==> config.mk <==
export PLATFORM = sky130hd
export DESIGN_NAME = bcd_updown_counter
export DESIGN_NICKNAME = d
export VERILOG_FILES = /design/src/rtl/bcd_updown_counter.sv
export SDC_FILE = /design/constraint.sdc
export NUM_CORES = 1
export LEC_CHECK = 0
export CAP_MARGIN = 20
export CORE_UTILIZATION = 25
export CTS_CLUSTER_SIZE = 28
export DETAILED_ROUTE_END_ITERATION = 16
export PLACE_DENSITY = 0.49
export SETUP_SLACK_MARGIN = 0.3
export SLEW_MARGIN = 5
export SYNTH_ARGS = -nofsm -noshare
export SYNTH_HDL_FRONTEND = slang
export SYNTH_SLANG_ARGS = --single-unit
==> constraint.sdc <==
create_clock -name i_clk -period 2.5 [get_ports i_clk]
set_input_delay 0.5 -clock i_clk [delete_from_list [all_inputs] [get_ports i_clk]]
set_output_delay 0.5 -clock i_clk [all_outputs]
set_load 0.1 [all_outputs]
==> src/rtl/bcd_updown_counter.sv <==
// BCD modulo-N up/down digit counter for the clock datapath.
// Counts by cascade carry-in or by the up/down set buttons (with auto-repeat),
// accepts a synchronous preset, and emits a one-cycle carry on cascade wrap.
// o_state exposes the button/repeat FSM (0=IDLE, 1=DELAY, 2=REPEAT).
//
// Input handshake: there is no valid/ready here. i_ena is a one-cycle tick
// strobe; i_cin, i_up and i_down are sampled only on ticks, while i_load is
// sampled on every clock edge and overrides everything else.
module bcd_updown_counter #(
    parameter int MODULUS      = 60,
    parameter int DIGITS       = 2,
    parameter int REPEAT_DELAY = 8,
    parameter int REPEAT_RATE  = 2
) (
    input  logic                  i_clk,
    input  logic                  i_reset_n,
    input  logic                  i_ena,
    input  logic                  i_cin,
    input  logic                  i_up,
    input  logic                  i_down,
    input  logic                  i_load,
    input  logic [4*DIGITS-1:0]   i_load_val,
    output logic [4*DIGITS-1:0]   o_q,
    output logic                  o_carry,
    output logic [1:0]            o_state
);

    localparam int W    = 4 * DIGITS;
    localparam int MAXT = (REPEAT_DELAY > REPEAT_RATE) ? REPEAT_DELAY : REPEAT_RATE;
    localparam int CW   = $clog2(MAXT + 1);

    typedef enum logic [1:0] {
        ST_IDLE   = 2'd0,
        ST_DELAY  = 2'd1,
        ST_REPEAT = 2'd2
    } state_t;

    // Binary to BCD, used to form the top count value at elaboration time.
    function automatic logic [W-1:0] bin_to_bcd(input int v);
        logic [W-1:0] r;
        int           t;
        r = '0;
        t = v;
        for (int d = 0; d < DIGITS; d++) begin
            r[4*d +: 4] = 4'(t % 10);
            t = t / 10;
        end
        return r;
    endfunction

    localparam logic [W-1:0] MAX_BCD = bin_to_bcd(MODULUS - 1);

    // BCD increment with digit ripple; the modulus wrap is handled by the caller.
    function automatic logic [W-1:0] bcd_inc(input logic [W-1:0] v);
        logic [W-1:0] r;
        logic         c;
        r = v;
        c = 1'b1;
        for (int d = 0; d < DIGITS; d++) begin
            if (c) begin
                if (r[4*d +: 4] >= 4'd9) begin
                    r[4*d +: 4] = 4'd0;
                end else begin
                    r[4*d +: 4] = r[4*d +: 4] + 4'd1;
                    c = 1'b0;
                end
            end
        end
        return r;
    endfunction

    // BCD decrement with digit borrow; the modulus wrap is handled by the caller.
    function automatic logic [W-1:0] bcd_dec(input logic [W-1:0] v);
        logic [W-1:0] r;
        logic         b;
        r = v;
        b = 1'b1;
        for (int d = 0; d < DIGITS; d++) begin
            if (b) begin
                if (r[4*d +: 4] == 4'd0) begin
                    r[4*d +: 4] = 4'd9;
                end else begin
                    r[4*d +: 4] = r[4*d +: 4] - 4'd1;
                    b = 1'b0;
                end
            end
        end
        return r;
    endfunction

    // A preset is accepted only if every nibble is a decimal digit and the
    // value lies inside the counting range.
    function automatic logic load_valid(input logic [W-1:0] v);
        int   acc;
        logic ok;
        acc = 0;
        ok  = 1'b1;
        for (int d = DIGITS - 1; d >= 0; d--) begin
            if (v[4*d +: 4] > 4'd9) ok = 1'b0;
            acc = acc * 10 + int'(v[4*d +: 4]);
        end
        return ok && (acc < MODULUS);
    endfunction

    state_t         state;
    state_t         state_nxt;
    logic           dir_down;
    logic           dir_nxt;
    logic [CW-1:0]  tick_cnt;
    logic [CW-1:0]  cnt_nxt;
    logic [CW-1:0]  cnt_inc;
    logic           one_btn;
    logic           btn_step;
    logic           btn_down;
    logic           casc_step;
    logic           step_down;
    logic           wrap_carry;
    logic [W-1:0]   q_up;
    logic [W-1:0]   q_dn;
    logic [W-1:0]   q_next;

    assign o_state = state;
    assign cnt_inc = tick_cnt + 1'b1;
    assign one_btn = i_up ^ i_down;

    // Button/repeat FSM next state plus the step decision for the coming tick.
    always_comb begin
        state_nxt = state;
        dir_nxt   = dir_down;
        cnt_nxt   = tick_cnt;
        btn_step  = 1'b0;
        btn_down  = 1'b0;
        if (!one_btn) begin
            state_nxt = ST_IDLE;
            cnt_nxt   = '0;
        end else begin
            case (state)
                ST_IDLE: begin
                    btn_step  = 1'b1;
                    btn_down  = i_down;
                    dir_nxt   = i_down;
                    cnt_nxt   = '0;
                    state_nxt = ST_DELAY;
                end
                ST_DELAY: begin
                    if (i_down != dir_down) begin
                        state_nxt = ST_IDLE;
                        cnt_nxt   = '0;
                    end else if (cnt_inc == CW'(REPEAT_DELAY)) begin
                        btn_step  = 1'b1;
                        btn_down  = dir_down;
                        cnt_nxt   = '0;
                        state_nxt = ST_REPEAT;
                    end else begin
                        cnt_nxt = cnt_inc;
                    end
                end
                ST_REPEAT: begin
                    if (i_down != dir_down) begin
                        state_nxt = ST_IDLE;
                        cnt_nxt   = '0;
                    end else if (cnt_inc == CW'(REPEAT_RATE)) begin
                        btn_step = 1'b1;
                        btn_down = dir_down;
                        cnt_nxt  = '0;
                    end else begin
                        cnt_nxt = cnt_inc;
                    end
                end
                default: begin
                    state_nxt = ST_IDLE;
                    cnt_nxt   = '0;
                end
            endcase
        end
    end

    // Cascade steps only when the buttons did not claim this tick.
    always_comb begin
        casc_step  = i_cin && !btn_step;
        step_down  = btn_step && btn_down;
        q_up       = (o_q == MAX_BCD) ? '0 : bcd_inc(o_q);
        q_dn       = (o_q == '0) ? MAX_BCD : bcd_dec(o_q);
        q_next     = step_down ? q_dn : q_up;
        wrap_carry = casc_step && (o_q == MAX_BCD);
    end

    // Count register, FSM state and registered carry; load beats tick.
    always_ff @(posedge i_clk or negedge i_reset_n) begin
        if (!i_reset_n) begin
            o_q      <= '0;
            o_carry  <= 1'b0;
            state    <= ST_IDLE;
            dir_down <= 1'b0;
            tick_cnt <= '0;
        end else if (i_load) begin
            o_q      <= load_valid(i_load_val) ? i_load_val : '0;
            o_carry  <= 1'b0;
            state    <= ST_IDLE;
            tick_cnt <= '0;
        end else if (i_ena) begin
            state    <= state_nxt;
            dir_down <= dir_nxt;
            tick_cnt <= cnt_nxt;
            if (btn_step || casc_step) begin
                o_q <= q_next;
            end
            o_carry <= wrap_carry;
        end else begin
            o_carry <= 1'b0;
        end
    end

endmodule

# Word level (Yosys, flattened, before mapping)

Cells that the tools add are included.

Bits in registers: 16
Input bits: 15
Output and inout bits: 11
Word-level logic and storage cells: 93

Add/subtract/negate cells: 6
$mul: 1
Magnitude comparators: 5
Eq/ne operators: 9
Muxes and demuxes: 47
Bitwise gates (word level): 2
Reduce and logical (&&, ||, !) cells: 17

Operators with widths:

| kind                | number |
|---|---|
| $mux 8              | 7 |
| $mux 4              | 13 |
| $mux 1              | 17 |
| $add 4x1->4 const B | 3 |
| $mux 2              | 6 |
| $add 8x4->9         | 1 |
| $lt 9x6->1 const B  | 1 |
| $eq 8x7->1 const B  | 1 |
| $ge 4x4->1 const B  | 2 |
| $gt 4x4->1 const B  | 2 |
| $logic_not 4->1     | 2 |
| $logic_not 8->1     | 1 |
| $pmux 4 s2          | 1 |
| $reduce_and 4->1    | 2 |
| $sub 4x1->4 const B | 2 |
| $mul 4x3->7 const B | 1 |
| $pmux 1 s3          | 2 |
| $pmux 2 s3          | 1 |
| $ne 5x5->1 const B  | 1 |
| $eq 4x2->1 const B  | 1 |
| $eq 4x4->1 const B  | 1 |
| $logic_and 1x1->1   | 4 |
| $ne 4x2->1 const B  | 1 |
| $ne 4x4->1 const B  | 1 |
| other kinds (12)    | 13 |

# Depth between registers and ports, before layout

Gate-level depths: netlist (run 1).

Depth in word-level cells: 12
Depth in mapped cells: 10
Gate-level depth less buffers: 9

# Worst setup path before layout (run 1)

Ideal clock, no wire load.

Kind: register to register
Start point: register state[1], in the netlist o_state[1]
End point: register o_q[5]
Library setup time: 128 ps
Arrival time: 2989 ps
Data required time: 2372 ps
Setup slack: -617 ps
Cell stages (with the launch flop): 9
Buffers on the path: 0
Period minus slack after synthesis: 3117 ps
Cells stage by stage: dfrtp_1 ha_1 nand2_1 or4_4 a21o_4 a2111oi_4 a211oi_2 nor3_2 mux2_1

Word-level cells in the longest chain between the ends: 8
Elaborated cells between the ends (all ways): 19
Classes of those cells: eq/ne (3); mux (8); reduce/logical (8)

Ends and longest elaborated chain:

| element                                              | RTL line | text |
|---|---|---|
| start: declaration                                   | 105      | `state_t state;` |
| start signal: assignment                             | 202      | `state <= state_nxt;` |
| $eq 2x2->1, or another cell as far along             | 137      | `case (state)` |
| $pmux 1 s3                                           | 137      |  |
| $mux 1                                               | 133      | `if (!one_btn) begin` |
| $logic_and 1x1->1 or $logic_not 1->1 (tied branches) | 181, 180 |  |
| $mux 8 or $logic_and 1x1->1 (tied branches)          | 184, 180 |  |
| $mux 8 or $logic_or 1x1->1 (tied branches)           | 205      | `if (btn_step \|\| casc_step) begin` |
| $mux 8 or $reduce_bool 2->1 (tied branches)          | -        |  |
| $mux 8 or $reduce_and 4->1 (tied branches)           | -        |  |
| end signal: assignment                               | 197      | `o_q <= load_valid(i_load_val) ? i_load_val : '0;` |
| end signal: assignment                               | 206      | `o_q <= q_next;` |
| end: declaration                                     | 23       | `output logic [4*DIGITS-1:0] o_q,` |

Parallel ways exist; a longest one is shown, timed or not. The select of a mux whose other input is x is not followed.
A chain may end at the register's enable or synchronous reset.

# Worst setup path in the final report (run 1)

Start point: input i_down
End point: register o_q[5]

Word-level cells in the longest chain between the ends: 9
Elaborated cells between the ends (all ways): 22
Classes of those cells: eq/ne (2); mux (12); bitwise (1); reduce/logical (7)

Ends and longest elaborated chain:

| element                                              | RTL line | text |
|---|---|---|
| start: declaration                                   | 20       | `input logic i_down,` |
| $ne 1x1->1                                           | 146, 159 |  |
| $mux 1, on equally long branches                     | 159, 146 |  |
| $pmux 1 s3                                           | 137      |  |
| $mux 1                                               | 133      |  |
| $logic_and 1x1->1 or $logic_not 1->1 (tied branches) | 181, 180 |  |
| $mux 8 or $logic_and 1x1->1 (tied branches)          | 184, 180 |  |
| $mux 8 or $logic_or 1x1->1 (tied branches)           | 205      |  |
| $mux 8 or $reduce_bool 2->1 (tied branches)          | -        |  |
| $mux 8 or $reduce_and 4->1 (tied branches)           | -        |  |

Parallel ways exist; a longest one is shown, timed or not. The select of a mux whose other input is x is not followed.

==> summary.md, run 1 <==
| Metric | Value |
|---|---|
| Status | `finished, violations left` |
| Failing checks | `setup timing` |
| CP required | `between 2 and 3 ns` |
| CTS Buf Count | `3` |
| Inserted Diodes | `0` |
| Bufs on Longest Clock Path | `2` |
| Mux cell area share after synthesis | `under 10%` |
| CP endpoint kind | `register` |
| Unique masters post-synth | `63` |
| Critical path arrival | `roughly 2.8 ns` |
| Worst hold path type | `register to register` |
| Largest net degree at the start of global routing | `12` |
| First-pass GRT wire length | `roughly 8.7 mm` |
| Hold Path Stages | `1` |
| Fin worst setup slack | `-0.0968 ns` |
| Nets | `315` |
| ANT nets after route | `0` |
| Vias in the first global route | `roughly 1800` |
| Asr flop ratio synth | `100%` |
| Final hold slack | `around 0.56 ns` |
| Commonest cells after routing, fill and taps aside | `buf_4 (52), inv_1 (16), nand2_1 (16)` |
| Total Routed Length | `~5.3 mm` |
| EDFF count, synth | `0` |
| Crit-path slowest cell | `or4_4` |
| Antenna violations before repair | `0` |
| Vias/cell | `slightly below 5` |
| Worst vdd ir | `between 0.5 and 0.6 mV` |
| Achievable frequency | `slightly below 400 MHz` |
| Main combinational cell family by area after synthesis | `compound AO/OA/AOI/OAI gates` |
| Most used cell along the critical path | `buf_6` |
| Die W | `~86 um` |
| Via count | `between 1500 and 2000` |
| PwrDens | `around 740 nW/um^2` |
| Syn Nets | `243` |
| DRT Pass-1 Iters | `4` |
| Cell area after layout | `around 2700 um^2` |
| Initial core utilization | `26.1%` |
| Top cells by area, synth | `dfrtp_1 (22%), ha_1 (14%), o21ai_0 (5.1%)` |
| RSZ-0062 raised after global routing | `yes` |
| CP bufs+invs | `3` |
| Synth Area in Compound Gates | `a little under a third` |
| Std cell rows | `30` |
| Most common cell after layout, fill and taps aside | `buf_4` |
| Skew final | `0.0109 ns` |
| Internal cell power | `roughly 0.93 mW` |
| Starting DRT DRC Count | `77` |
| Cells after Synth | `206` |
| Logic pwr share | `between 60% and 70%` |
| Net Sw Frac | `~53%` |
| Post-DP HPWL | `approximately 4.2 mm` |
| Startpoint types | `input pin` |
| Critical path, cell by cell | `clkdlybuf4s15_1 -> xor2_2 -> or4_4 -> a21o_4 -> buf_6 -> a31oi_4 -> buf_6 -> nor3_4 -> nor3_2 -> mux2_1` |
| Placed instance area | `approximately 2500 um^2` |
| FF+latch area | `roughly 410 um^2` |
| Warnings from Yosys | `0` |
| Worst R2R Setup Slack | `-0.09 ns` |
| Post-synth top area share | `between 20 and 25%` |
| Slowest Stage Delay on Critical Path | `roughly 0.5 ns` |
| Clock latency on the worst-skew pair | `~0.26 ns` |
| Setup Crit Path Kind | `input pin to register` |
| Crit Path Max Fanout | `4` |
| Register-to-Register Path Depth | `10` |
| Final Hold Fails | `0` |
| Adder-cell share of the synthesized area | `16.9%` |
| Share of cells above drive strength 1 | `between 30% and 40%` |
| Worst Hold Endpoint | `tick_cnt[3]` |
| Core box area | `roughly 7000 um^2` |
| Global-route total usage across every layer | `between 10% and 20%` |
| Syn_area_per_cell | `approximately 8.6 um^2` |
| Slew Viols, Final | `0` |
| Die area | `7460 um^2` |
| Post-synthesis xor/xnor area fraction | `around 2.5%` |
| Slew @ Worst Pin | `about 0.53 ns` |
| Post-route DRC | `0` |
| Worst R2R End | `o_q[5]` |
| Slew HR | `between 60% and 70%` |
| Final setup vio count | `6` |
| FF+latch count, synth | `16` |
| Sw Pwr | `roughly 1.0 mW` |
| Synth area leader | `dfrtp_1` |
| Worst r2r src | `tick_cnt[0]` |
| Max-Cap Viols | `0` |
| Post-synth top flop | `dfrtp_1` |
| Number of port buffers | `25` |
| Final GP Congestion | `around 0.85` |
| Root Driver | `clkbuf_8` |
| Clock Sinks | `16` |
| Drt wl/cell | `between 10 and 15 um` |
| Part of the power in registers | `20.8%` |
| Mapped Area | `1780 um^2` |
| Synth Area in Simple Gates | `between 15 and 20%` |
| Post-placement setup slack | `-0.584 ns` |
| Hold Startpoint | `tick_cnt[3]` |
| Multi-input logic area | `1410 um^2` |
| Clock transition at path regs | `around 0.080 ns` |
| P&R area growth vs syn | `49.8%` |
| CTS tree | `built` |
| Post-route minimum period | `~2.6 ns` |
| Clock share of power | `around 12%` |
| Final period util | `104%` |
| H-tree depth | `1` |
| Cell family with most CP delay | `simple AND/OR/NAND/NOR gates` |
| Number of fill cells | `between 700 and 800` |
| Die height | `~86 um` |
| Sequential fraction of the synthesis area | `22.5%` |
| Pleak | `1.11 nW` |
| IO Pins | `26` |
| Gr ovfl total | `0` |
how the worst max path moves through the flow:
stage,to,from,cells past startpoint,slack (ns)
final,o_q[5],i_down,10,-0.1
after global routing,o_q[5],tick_cnt[0],10,-0.17
after CTS,o_q[5],tick_cnt[0],8,-0.12
after detailed placement,o_q[5],i_load_val[5],10,-0.58
after floorplan,o_q[5],o_state[0],9,-0.18
after global placement,o_q[5],i_load_val[5],10,-0.55
flip-flops by register name, indices dropped and copies added, names as in the netlist:
name,cells
o_q,8
dir_down,1
tick_cnt,4
o_carry,1
o_state,2
worst reg2reg max path: stages, from the launching register on:
cell and delay [ns]:
dfrtp_1 0.39, buf_6 0.13, and3b_4 0.17, or4_4 0.52
a21o_4 0.24, buf_6 0.12, a31oi_4 0.17, buf_6 0.14
nor3_4 0.05, nor3_2 0.23, mux2_1 0.34
cells by family (layout without fill, tap and decap cells):
group	count (synthesis)	after routing
compound gates	74	74
simple gates	61	61
fa+ha+maj	23	23
buf+inv	22	93
flops	16	16
xor+xnor	5	5
mux	5	5
cell usage after synthesis, types with 2 or more instances:
library cell	count
nor2_1	12
o211ai_1	2
nand3b_1	2
ha_1	20
a211oi_2	2
a221oi_1	3
nand2b_1	3
and3_1	2
inv_1	17
nand3_1	8
xnor2_1	3
nor3_1	3
o22ai_1	5
mux2i_1	3
or3_1	2
nor3b_1	3
xor2_1	2
a21oi_1	10
a2111oi_0	2
fa_1	2
o31ai_1	2
nand2_1	17
dfrtp_1	16
a211oi_1	3
nor4_1	2
a22o_1	2
a2bb2oi_1	2
o21ai_0	18
o21a_1	3
clkbuf_1	2
power by group through the flow:
stage          logic (mW)  registers [mW]  clock network (mW)
2_1_floorplan       0.545           0.759                   0
3_3_place_gp         1.27           0.411                   0
3_5_place_dp         1.27           0.415                   0
4_1_cts              1.31           0.412               0.251
5_1_grt              1.41           0.426               0.261
6_report             1.32           0.411               0.243
per-layer routing:
metal  wire [um]  GRT usage, %
met1        2640          21.9
met3         199          1.71
met2        2460          23.4
met5           0             0
met4          17          2.73
through the flow:
step | util [%] | setup TNS (ns) | total power, mW | cells
after CTS | 38.6 | -0.457 | 1.97 | 372
after global routing | 39.0 | -0.876 | 2.10 | 373
final | 39.0 | -0.283 | 1.97 | 373
after detailed placement | 36.2 | -3.93 | 1.68 | 365
after global placement | 36.2 | -3.84 | 1.68 | 365
after floorplan | - | -0.354 | 1.30 | 206
what timing repair did:
action	in CTS	in global routing
gates resized for setup	26	8
cloned	0	0
pin swaps	16	7
hold buffers	0	0
setup buffers	3	1
hold endpoints to repair	0	0
endpoints found under the setup margin	8	12
area by class of cell:
| cell class | instances | area share, % |
|---|---|---|
| Multi-Input combinational cell | 168 | 52.9 |
| Inverter | 17 | 2.49 |
| Sequential cell | 16 | 15.4 |
| Timing Repair Buffer | 72 | 22.7 |
| Clock buffer | 4 | 2.06 |
| Tap cell | 96 | 4.50 |
Power figures use the tool's default switching activity.
==> inputs of run 2 (changes only) <==
--- a/config.mk
+++ b/config.mk
@@ -6,6 +6,7 @@
 export NUM_CORES = 1
 export LEC_CHECK = 0
 export CAP_MARGIN = 20
+export CORE_ASPECT_RATIO = 0.75
 export CORE_UTILIZATION = 25
 export CTS_CLUSTER_SIZE = 28
 export DETAILED_ROUTE_END_ITERATION = 16
==> run 2 against run 1 <==
Clock skew decreased by 0.0046 ns. The flow still finishes with violations (setup timing). Global-route usage up 0.67 points. Die area hardly changed. Sequential cell count unchanged. Sequential share of layout area fell by 0.67 points. Clock power is 2% higher. Via count up 2.6%. Largest power group unchanged. Routed wire length rose by 5.7%. Register-to-register slack about the same. Setup slack gained 0.014 ns.
==> summary.md, run 2 (synthesis results as in run 1) <==
| Metric | Value |
|---|---|
| Die W | `just under 100 um` |
| PwrDens | `roughly 730 nW/um^2` |
| Final GP Congestion | `~0.82` |
| Critical path arrival | `roughly 2.7 ns` |
| CTS Hold Bufs | `0` |
| Die area | `about 7500 um^2` |
| Max-Cap Viols | `0` |
| CTS tree | `built` |
| Multi-input logic area | `roughly 1500 um^2` |
| Max reg flops | `8` |
| Status | `finished, violations left` |
| Vias/cell | `approximately 4.9` |
| Std cell rows | `26` |
| Clock latency on the worst-skew pair | `0.26 ns` |
| Startpoint types | `input pin` |
| First-pass GRT wire length | `~9 mm` |
| Initial core utilization | `25.9%` |
| Skew final | `roughly 0.0063 ns` |
| Placed Cells | `371` |
| Final period util | `103%` |
| Post-Route Setup TNS | `-0.206 ns` |
| Fin worst setup slack | `-0.0830 ns` |
| RSZ-0062 raised after global routing | `yes` |
| P&R area growth vs syn | `57.1%` |
| FF+latch area | `between 400 and 500 um^2` |
| Worst vdd ir | `~0.35 mV` |
| IO Pins | `26` |
| Die height | `75.1 um` |
| Core box area | `~6900 um^2` |
| Commonest cells after routing, fill and taps aside | `buf_4 (64), nand2_1 (16), inv_1 (15), o21ai_0 (15), ha_1 (14)` |
| ANT nets after route | `0` |
| Most common cell after layout, fill and taps aside | `buf_4` |
| Non-filler instance count after layout | `between 300 and 400` |
| CP required | `approximately 2.7 ns` |
| Post-route DRC | `0` |
| Largest Register | `o_q` |
| Nets | `between 300 and 400` |
| Number of port buffers | `25` |
| DRT Pass-1 Iters | `5` |
| Final Hold Fails | `0` |
| Final setup vio count | `3` |
| Pleak | `1.16 nW` |
| Share of cells above drive strength 1 | `42.5%` |
| Worst r2r src | `tick_cnt[0]` |
| Clock Sinks | `16` |
| Slew HR | `about 60%` |
| Post-DP HPWL | `roughly 4.3 mm` |
| Global-route total usage across every layer | `around 16%` |
| H-tree depth | `1` |
| Worst hold path type | `register to register` |
| Post-route minimum period | `2.58 ns` |
| Gr ovfl total | `0` |
| Crit Path Max Fanout | `3` |
| Largest net degree at the start of global routing | `13` |
| Root Driver | `clkbuf_8` |
| Starting DRT DRC Count | `85` |
| Clock transition at path regs | `about 0.070 ns` |
| Achievable frequency | `between 300 and 400 MHz` |
| Hold Startpoint | `tick_cnt[3]` |
| Bufs on Longest Clock Path | `2` |
| Number of fill cells | `around 700` |
| Worst R2R Setup Slack | `-0.08 ns` |
| Hold Path Stages | `1` |
| Total Routed Length | `between 5 and 6 mm` |
| Register-to-Register Path Depth | `9` |
| Failing checks | `setup timing` |
| Via count | `about 1900` |
| Slew Viols, Final | `0` |
| CTS Buf Count | `3` |
| Inserted Diodes | `0` |
| Worst R2R End | `o_q[6]` |
| Worst Hold Endpoint | `tick_cnt[3]` |
| CP endpoint kind | `register` |
| Vias in the first global route | `about 1700` |
| Setup Crit Path Kind | `input pin to register` |
| Slew @ Worst Pin | `0.573 ns` |
| Drt wl/cell | `between 10 and 15 um` |
| Antenna violations before repair | `0` |
[run 2: how the worst max path moves through the flow]
| stage | endpoint | cells past startpoint | slack, ns | from |
|---|---|---|---|---|
| after floorplan | o_q[5] | 9 | -0.18 | o_state[0] |
| after global placement | o_q[1] | 10 | -0.57 | i_load_val[5] |
| after detailed placement | o_q[5] | 10 | -0.57 | i_load_val[5] |
| after CTS | o_q[5] | 8 | -0.1 | tick_cnt[0] |
| final | o_q[6] | 9 | -0.08 | i_down |
| after global routing | o_q[6] | 9 | -0.18 | tick_cnt[0] |
[run 2: critical path, cell delays in order]
cell	delay, ns
dlygate4sd2_1	0.27
xor2_2	0.21
or4_4	0.50
a21o_4	0.24
a2111oi_4	0.31
a211oi_2	0.10
buf_4	0.17
a211o_1	0.22
a22o_1	0.21
[run 2: what timing repair did]
action                                  CTS  global route
cloned                                    0             0
pin swaps                                18            13
resized for setup                        36            14
endpoints found under the setup margin    8            10
buffers inserted                          6             4
[run 2: stage by stage]
stage	cell area [um^2]	worst slack, ns	hold WS (ns)	utilization, %	total power [mW]
after floorplan	1840	-0.182	0.204	-	1.30
after CTS	2710	-0.0986	0.582	39.5	2.01
final	2800	-0.0830	0.574	40.7	2.04
after detailed placement	2510	-0.570	0.555	36.5	1.69
after global routing	2800	-0.176	0.627	40.7	2.17
after global placement	2510	-0.565	0.550	36.5	1.70
[run 2: metal layers]
metal | vias to the layer above | GRT usage (%) | routed length [um]
met5 | - | 0 | 0
met1 | 893 | 23.5 | 3030
li1 | 945 | - | -
met3 | 6 | 2.60 | 202
met2 | 39 | 23.1 | 2350
met4 | 0 | 2.45 | 36
[run 2: final cells by class]
| type | count | area share (%) |
|---|---|---|
| clock buffer | 4 | 1.97 |
| timing repair buffer | 82 | 23.7 |
| multi-input combinational | 168 | 52.8 |
| inverter | 17 | 2.37 |
| sequential | 16 | 14.8 |
| tap | 98 | 4.38 |
[run 2: report_power, final]
| part | total, mW | switching (mW) | internal, mW |
|---|---|---|---|
| Combinational | 1.36 | 0.862 | 0.498 |
| Sequential | 0.433 | 0.117 | 0.316 |
| Clock | 0.247 | 0.107 | 0.140 |
